File: src/rtl/cache4_ctrl.sv
`default_nettype none
// ============================================================================
// Module   : cache4_ctrl
// Summary  : 4-way set-associative write-back / write-allocate cache controller
//            with one-word lines and per-way 2-bit LRU counters.
// Revision : 1.0 - initial release
// ============================================================================
module cache4_ctrl #(
    parameter int ADDR_W  = 8,
    parameter int INDEX_W = 2,
    parameter int DATA_W  = 16
) (
    input  logic              clk,
    input  logic              rst_n,
    input  logic              cpu_req,
    input  logic              cpu_we,
    input  logic [ADDR_W-1:0] cpu_addr,
    input  logic [DATA_W-1:0] cpu_wdata,
    output logic              cpu_ready,
    output logic              cpu_done,
    output logic [DATA_W-1:0] cpu_rdata,
    output logic              hit,
    output logic              miss,
    output logic              mem_req,
    output logic              mem_we,
    output logic [ADDR_W-1:0] mem_addr,
    output logic [DATA_W-1:0] mem_wdata,
    input  logic              mem_ack,
    input  logic [DATA_W-1:0] mem_rdata
);
    localparam int c_TAG_W = ADDR_W - INDEX_W;
    localparam int c_SETS  = 1 << INDEX_W;
    localparam int c_WAYS  = 4;

    typedef enum logic [2:0] {
        S_IDLE      = 3'd0,
        S_LOOKUP    = 3'd1,
        S_WRITEBACK = 3'd2,
        S_REFILL    = 3'd3,
        S_RESPOND   = 3'd4
    } state_t;

    state_t                          r_state;
    logic                            r_we;
    logic [ADDR_W-1:0]               r_addr;
    logic [DATA_W-1:0]               r_wdata;
    logic [1:0]                      r_victim;
    logic [c_WAYS-1:0]               r_valid [c_SETS];
    logic [c_WAYS-1:0]               r_dirty [c_SETS];
    logic [c_WAYS-1:0][c_TAG_W-1:0]  r_tag   [c_SETS];
    logic [c_WAYS-1:0][DATA_W-1:0]   r_data  [c_SETS];
    logic [c_WAYS-1:0][1:0]          r_lru   [c_SETS];

    logic [ADDR_W-1:0]               w_addr;
    logic [INDEX_W-1:0]              w_idx;
    logic [c_TAG_W-1:0]              w_tag;
    logic                            w_hit;
    logic [1:0]                      w_hit_way;
    logic [1:0]                      w_vict;
    logic                            w_vict_dirty;
    logic [1:0]                      w_acc_way;
    logic [c_WAYS-1:0][1:0]          w_lru_next;

    // In IDLE the lookup runs on the incoming address so hit/miss can be
    // registered at acceptance and show up during the LOOKUP cycle.
    always_comb begin
        w_addr    = (r_state == S_IDLE) ? cpu_addr : r_addr;
        w_idx     = w_addr[INDEX_W-1:0];
        w_tag     = w_addr[ADDR_W-1:INDEX_W];
        w_hit     = 1'b0;
        w_hit_way = 2'd0;
        for (int w = c_WAYS - 1; w >= 0; w--) begin
            if (r_valid[w_idx][w] && (r_tag[w_idx][w] == w_tag)) begin
                w_hit     = 1'b1;
                w_hit_way = 2'(w);
            end
        end
        // Oldest way first, then the lowest-index invalid way overrides it.
        w_vict = 2'd0;
        for (int w = c_WAYS - 1; w >= 0; w--) begin
            if (r_lru[w_idx][w] == 2'd0) w_vict = 2'(w);
        end
        for (int w = c_WAYS - 1; w >= 0; w--) begin
            if (!r_valid[w_idx][w]) w_vict = 2'(w);
        end
        w_vict_dirty = r_valid[w_idx][w_vict] & r_dirty[w_idx][w_vict];
        w_acc_way    = (r_state == S_LOOKUP) ? (w_hit ? w_hit_way : w_vict) : r_victim;
        w_lru_next   = r_lru[w_idx];
        for (int j = 0; j < c_WAYS; j++) begin
            if (2'(j) == w_acc_way)
                w_lru_next[j] = 2'd3;
            else if (r_lru[w_idx][j] > r_lru[w_idx][w_acc_way])
                w_lru_next[j] = r_lru[w_idx][j] - 2'd1;
        end
    end

    always_ff @(posedge clk) begin
        if (!rst_n) begin
            r_state   <= S_IDLE;
            r_we      <= 1'b0;
            r_addr    <= '0;
            r_wdata   <= '0;
            r_victim  <= 2'd0;
            cpu_ready <= 1'b1;
            cpu_done  <= 1'b0;
            cpu_rdata <= '0;
            hit       <= 1'b0;
            miss      <= 1'b0;
            mem_req   <= 1'b0;
            mem_we    <= 1'b0;
            mem_addr  <= '0;
            mem_wdata <= '0;
            for (int s = 0; s < c_SETS; s++) begin
                r_valid[s] <= '0;
                r_dirty[s] <= '0;
                r_lru[s]   <= {2'd3, 2'd2, 2'd1, 2'd0};
            end
        end else begin
            hit      <= 1'b0;
            miss     <= 1'b0;
            cpu_done <= 1'b0;
            case (r_state)
                S_IDLE: begin
                    if (cpu_req) begin
                        r_we      <= cpu_we;
                        r_addr    <= cpu_addr;
                        r_wdata   <= cpu_wdata;
                        hit       <= w_hit;
                        miss      <= ~w_hit;
                        cpu_ready <= 1'b0;
                        r_state   <= S_LOOKUP;
                    end
                end
                S_LOOKUP: begin
                    r_victim <= w_acc_way;
                    if (w_hit) begin
                        if (r_we) begin
                            r_data[w_idx][w_acc_way]  <= r_wdata;
                            r_dirty[w_idx][w_acc_way] <= 1'b1;
                        end else begin
                            cpu_rdata <= r_data[w_idx][w_acc_way];
                        end
                        r_lru[w_idx] <= w_lru_next;
                        cpu_done     <= 1'b1;
                        r_state      <= S_RESPOND;
                    end else if (w_vict_dirty) begin
                        mem_req   <= 1'b1;
                        mem_we    <= 1'b1;
                        mem_addr  <= {r_tag[w_idx][w_vict], w_idx};
                        mem_wdata <= r_data[w_idx][w_vict];
                        r_state   <= S_WRITEBACK;
                    end else if (!r_we) begin
                        mem_req  <= 1'b1;
                        mem_we   <= 1'b0;
                        mem_addr <= r_addr;
                        r_state  <= S_REFILL;
                    end else begin
                        r_tag[w_idx][w_acc_way]   <= w_tag;
                        r_data[w_idx][w_acc_way]  <= r_wdata;
                        r_valid[w_idx][w_acc_way] <= 1'b1;
                        r_dirty[w_idx][w_acc_way] <= 1'b1;
                        r_lru[w_idx]              <= w_lru_next;
                        cpu_done                  <= 1'b1;
                        r_state                   <= S_RESPOND;
                    end
                end
                S_WRITEBACK: begin
                    if (mem_ack) begin
                        if (r_we) begin
                            r_tag[w_idx][w_acc_way]   <= w_tag;
                            r_data[w_idx][w_acc_way]  <= r_wdata;
                            r_valid[w_idx][w_acc_way] <= 1'b1;
                            r_dirty[w_idx][w_acc_way] <= 1'b1;
                            r_lru[w_idx]              <= w_lru_next;
                            mem_req                   <= 1'b0;
                            mem_we                    <= 1'b0;
                            cpu_done                  <= 1'b1;
                            r_state                   <= S_RESPOND;
                        end else begin
                            mem_we   <= 1'b0;
                            mem_addr <= r_addr;
                            r_state  <= S_REFILL;
                        end
                    end
                end
                S_REFILL: begin
                    if (mem_ack) begin
                        r_tag[w_idx][w_acc_way]   <= w_tag;
                        r_data[w_idx][w_acc_way]  <= mem_rdata;
                        r_valid[w_idx][w_acc_way] <= 1'b1;
                        r_dirty[w_idx][w_acc_way] <= 1'b0;
                        r_lru[w_idx]              <= w_lru_next;
                        cpu_rdata                 <= mem_rdata;
                        mem_req                   <= 1'b0;
                        cpu_done                  <= 1'b1;
                        r_state                   <= S_RESPOND;
                    end
                end
                S_RESPOND: begin
                    cpu_ready <= 1'b1;
                    r_state   <= S_IDLE;
                end
                default: begin
                    cpu_ready <= 1'b1;
                    mem_req   <= 1'b0;
                    r_state   <= S_IDLE;
                end
            endcase
        end
    end
endmodule
`default_nettype wire
File: config.mk
export PLATFORM = sky130hd
export DESIGN_NAME = cache4_ctrl
export DESIGN_NICKNAME = d
export VERILOG_FILES = /design/src/rtl/cache4_ctrl.sv
export SDC_FILE = /design/constraint.sdc
export NUM_CORES = 1
export LEC_CHECK = 0
export ABC_AREA = 1
export CAP_MARGIN = 10
export CORE_ASPECT_RATIO = 0.7
export CORE_UTILIZATION = 45
export CTS_CLUSTER_DIAMETER = 200
export DETAILED_ROUTE_END_ITERATION = 12
export SLEW_MARGIN = 0
export SYNTH_ARGS = -nofsm -noshare
export SYNTH_HDL_FRONTEND = slang
export SYNTH_SLANG_ARGS = --single-unit
File: constraint.sdc
create_clock -name clk -period 4.8 [get_ports clk]
set_input_delay 0.48 -clock clk [delete_from_list [all_inputs] [get_ports clk]]
set_output_delay 0.48 -clock clk [all_outputs]
set_load 0.05 [all_outputs]
Yosys cells after proc, flatten, opt, wreduce, memory -nomap -nowiden
Memory sizes are Yosys's and may differ from the RTL's.
Index checks and enable logic that the tools add are counted.

cells by class
  add/subtract/negate cells = 4
  magnitude comparators = 7
  equality and inequality tests = 19
  muxes and demuxes = 381
  bitwise logic cells = 267
  reductions and logical operators = 27

operators by type and width
  kind                                     count
  two-way mux 1 bit                        301
  OR 1 bit                                 263
  two-way mux 64 bit                       4
  two-way mux 16 bit                       6
  two-way mux 24 bit                       3
  two-way mux 8 bit                        9
  binary-select mux 16 bit (select 2 bit)  2
  two-way mux 2 bit                        26
  demux 16 bit (select 2 bit)              1
  two-way mux 4 bit                        8
  one-hot mux 16 bit (2 select lines)      1
  == test 6 bit                            4
  two-way mux 3 bit                        6
  one-hot mux 8 bit (2 select lines)       1
  != test 2 bit, second input constant     7
  binary-select mux 6 bit (select 2 bit)   1
  demux 6 bit (select 2 bit)               1
  two-way mux 6 bit                        2
  one-hot mux 3 bit (4 select lines)       1
  AND reduction 3 bit                      4
  logical NOT 2 bit                        5
  > comparator 2 bit                       4
  AND reduction 4 bit                      2
  OR reduction 4 bit                       2
  25 further kinds                         41

storage, ports and cells
  bits in registers = 76
  bits in writable memories = 416
  bits of input ports = 45
  memories = 5

memories
  memory   depth  bits a word  read ports  clocked after Yosys merged registers in  wr ports  RTL line  text
  r_data   4      64           1           0                                        1         51        logic [c_WAYS-1:0][DATA_W-1:0] r_data [c_SETS];
  r_tag    4      24           1           0                                        1         50        logic [c_WAYS-1:0][c_TAG_W-1:0] r_tag [c_SETS];
  r_lru    4      8            1           0                                        4         52        logic [c_WAYS-1:0][1:0] r_lru [c_SETS];
  r_dirty  4      4            1           0                                        4         49        logic [c_WAYS-1:0] r_dirty [c_SETS];
  r_valid  4      4            1           0                                        4         48        logic [c_WAYS-1:0] r_valid [c_SETS];

Depth between registers and ports, before layout
An unclocked memory read counts as a cell.

  depth after elaboration = 25
  depth in mapped cells = 35
  mapped depth without buffers = 32

Worst setup path before layout
OpenSTA, ideal clock, no wires.

  path type = register to register
  from = register r_state[0]
  to = memory r_lru[2][7] (netlist name) (data pin)
  library setup time = 0.267 ns
  data arrival time = 4.981 ns
  setup slack = -0.448 ns
  cell stages (with the launch flop) = 35
  buffers on the path = 4
  path through = dfxtp_1 -> nor2_4 -> nand2_4 -> o21ai_2 -> inv_2 -> buf_6 -> nor2_4 -> clkbuf_1 -> buf_1 -> a22oi_1 -> o221ai_1 -> inv_1 -> ha_1 -> inv_1 -> nand2_1 -> a21oi_1 -> o21ai_0 -> nand2_1 -> nand2_1 -> nand3_2 -> nand2_2 -> nand2_4 -> nor2_4 -> inv_2 -> buf_2 -> nor2_1 -> a211oi_1 -> ha_1 -> nor2_1 -> o21ai_0 -> nor2_1 -> a21oi_1 -> nand3_1 -> inv_1 -> nand2_1

RTL lines
  what                    RTL line  text
  from (decl)             43        state_t r_state;
  from (signal assigned)  99        r_state <= S_IDLE;
  from (signal assigned)  131       r_state <= S_LOOKUP;
  from (signal assigned)  145       r_state <= S_RESPOND;
  to (decl)               52

==> flow_metrics.tcl <==
set metrics [dict create \
    outcome "finished, final reports clean" \
    drc_errors 0 \
    grt_pass1_wl_um 108400 \
    worstMarginPinSlew_ns 0.9198 \
    crit_path_max_incr_delay_ns 0.34 \
    dp_hpwl_um 50610 \
    synth.distinct_cells 47 \
    required_ns 5.15 \
    layout_commonest_cell "nand2_1" \
    instances_no_fill 3289 \
    cts-root-buf "clkbuf_16" \
    syn_area_per_cell_um2 9.768 \
    synth_compound_area_share_pct 12.49 \
    final_cell_mix "nand2_1, edfxtp_1, buf_4, inv_1, nand3_1" \
    finalClockSkew_ns 0.02344 \
    slew_violations 0 \
    fp.dieH_um 189.1 \
    syn-num-nets 2361 \
    first_iter_violations 2743 \
    cts.sinks 492 \
    setup_viol 0 \
    finalNetCount 2638 \
    timing_hold_violations_final 0 \
    first_global_vias 16609 \
    synth_mux_area_share_pct 0 \
    critPathArrivalTime_ns 4.97 \
    p_leak_nw 11.08 \
    place.port_buffers 90 \
    syn-instance-count 2304 \
    initial_utilization_pct 45.61 \
    pin_count 91 \
    clkTransAtPathRegs_ns 0.07 \
    p_total_mw 20.33 \
    area_growth_pct 23.76 \
    cts_max_path_buffers 3 \
    synth-xor-area-share_pct 0.1557 \
    path_common_cell "buf_4" \
    viasPerCell 5.581 \
    clk_latency_ns 0.61 \
    fill_cells 4305 \
    pre_cts_slack_ns -0.3182 \
    fp-row-count 68 \
    grtUsageTotal_pct 28.49 \
    path_class "reg2reg" \
    tritoncts "yes" \
    cp_slowest_cell "dfxtp_2" \
    cts_buffers 50 \
    synth-simple-area-share_pct 18.75 \
    drtPass1Iterations 6 \
    dp_cells 3181 \
    worstPathMaxFanout 6 \
    synth_warnings 0 \
    final_antenna_net_count 0 \
    die_area_um2 50920 \
    antenna_found_initial 2 \
    start_kind "flop" \
    min_period_ns 4.627 \
    power_density_nw_per_um2 729.9 \
    r2r_setup_slack_ns 0.17 \
    holdWs_ns 0.3777 \
    core_um2 49350 \
    fin_crit_sh_pct 96.39 \
    drive_above_1_share_pct 16.55 \
    setup_slack_ns 0.1733 \
    synth_seq_cells 492 \
    wl_per_cell_um 22.27 \
    synth_fa_ha_area_share_pct 0.6671 \
    synth_flop_cell "edfxtp_1" \
    htree_num_levels 2 \
    slew_headroom_pct 38.68 \
    synth_top_family_by_area "simple AND/OR/NAND/NOR gates" \
    fmax_mhz 216.1 \
    final_util_pct 56.44 \
    globalRouteOverflowTotal 0 \
    async_flop_share_pct 0 \
    endpoint_kind "flop" \
    yosysSeqAreaShare_pct 62.27 \
    vdd_ir_drop_max_uv 659.1 \
    wirelength_um 73240 \
    maxCapViolCount 0 \
    hold_class "in2reg" \
    grt_max_degree 61 \
    vias 18355 \
    die_x_um 269.3 \
    synth-edff-count 416 \
    gp_congestion 0.9542 \
    synth_area_um2 22510 \
]
## logic make-up after synthesis
| group | Yosys count |
|---|---|
| DFF | 492 |
| xor gates and xnor gates | 4 |
| buffers and inverters | 318 |
| adders and majority gates | 12 |
| and+or+nand+nor | 1007 |
| AOI/OAI and AO/OA | 471 |
## synth_stat cells, drive strengths merged (6+ instances only)
master | count | area [µm²]
clkbuf | 63 | 237.7
buf | 60 | 305.3
nand3 | 158 | 815.8
o221ai | 9 | 78.83
o21ai | 215 | 1102
o21bai | 6 | 45.04
nand2 | 662 | 2562
a21oi | 92 | 460.4
a31oi | 7 | 43.79
edfxtp | 416 | 12490
ha | 12 | 150.1
o22ai | 7 | 43.79
inv | 194 | 728.2
dfxtp | 76 | 1521
nor3 | 11 | 55.05
nor2 | 164 | 709.4
a22oi | 115 | 863.3
## power by group
part / switching [mW] / internal, mW
Sequential: 0.198 / 5.22
Clock: 1.71 / 2.42
Combinational: 7.14 / 3.63
Total: 9.05 / 11.3
## cell type report
cell class / count / area [µm²] / area share [%]
Sequential cell: 492 / 14020 / 50.33
Multi-Input combinational cell: 1494 / 7371 / 26.46
Timing Repair Buffer: 348 / 3153 / 11.32
Clock buffer: 64 / 1385 / 4.973
Tap cell: 665 / 832.0 / 2.987
Inverter: 195 / 737.0 / 2.646
Clock inverter: 30 / 355.3 / 1.276
Antenna cell: 1 / 2.502 / 0.008984
## worst paths after layout
path / from / end / cells after the start
setup / recovery: r_state[1]$_SDFFE_PN0P_ / r_lru[2][5]$_SDFFCE_PN1P_ / 36
hold / removal: rst_n / mem_addr[3]$_SDFFE_PN0P_ / 3
setup reg to reg: r_state[1]$_SDFFE_PN0P_ / r_lru[2][5]$_SDFFCE_PN1P_ / 36
hold reg to reg: mem_wdata[14]$_SDFFE_PN0P_ / mem_wdata[14]$_SDFFE_PN0P_ / 2
## through the flow
stage	cell area, µm²	TNS (ns)
final	27850	0
after global routing	27850	-0.4848
after CTS	27620	0
after detailed placement	25880	-7.575
after global placement	25880	-2.378
after floorplan	22530	0
## flip-flops by register name, indices dropped and copies added, names as in the netlist, 8 cells and up
register / flops
cpu_rdata: 16
mem_wdata: 16
r_valid: 16
r_data: 256
r_tag: 96
r_dirty: 16
r_wdata: 16
r_lru: 32
mem_addr: 8
r_addr: 8
## critical path: cells and delay by family, from the launching register on
| kind | cells | cell delay, ns |
|---|---|---|
| compound gates | 6 | 0.81 |
| fa+ha+maj | 2 | 0.50 |
| buf+inv | 11 | 1.16 |
| flops | 1 | 0.34 |
| simple gates | 17 | 1.56 |
## layer usage
| layer | track usage (%) | up-vias | part of all wire, % |
|---|---|---|---|
| li1 | - | 8499 | - |
| met1 | 46.69 | 8750 | 47 |
| met2 | 36.68 | 996 | 38 |
| met3 | 7.115 | 108 | 13 |
| met4 | 6.316 | 2 | 1.9 |
| met5 | 0 | - | 0.014 |
## repair_timing
action / in CTS / in global routing
resized for setup: 0 / 37
buffers inserted: 0 / 13
hold buffers: 0 / 0
setup endpoints to repair: 0 / 41
(Power assumes the default switching activity.)
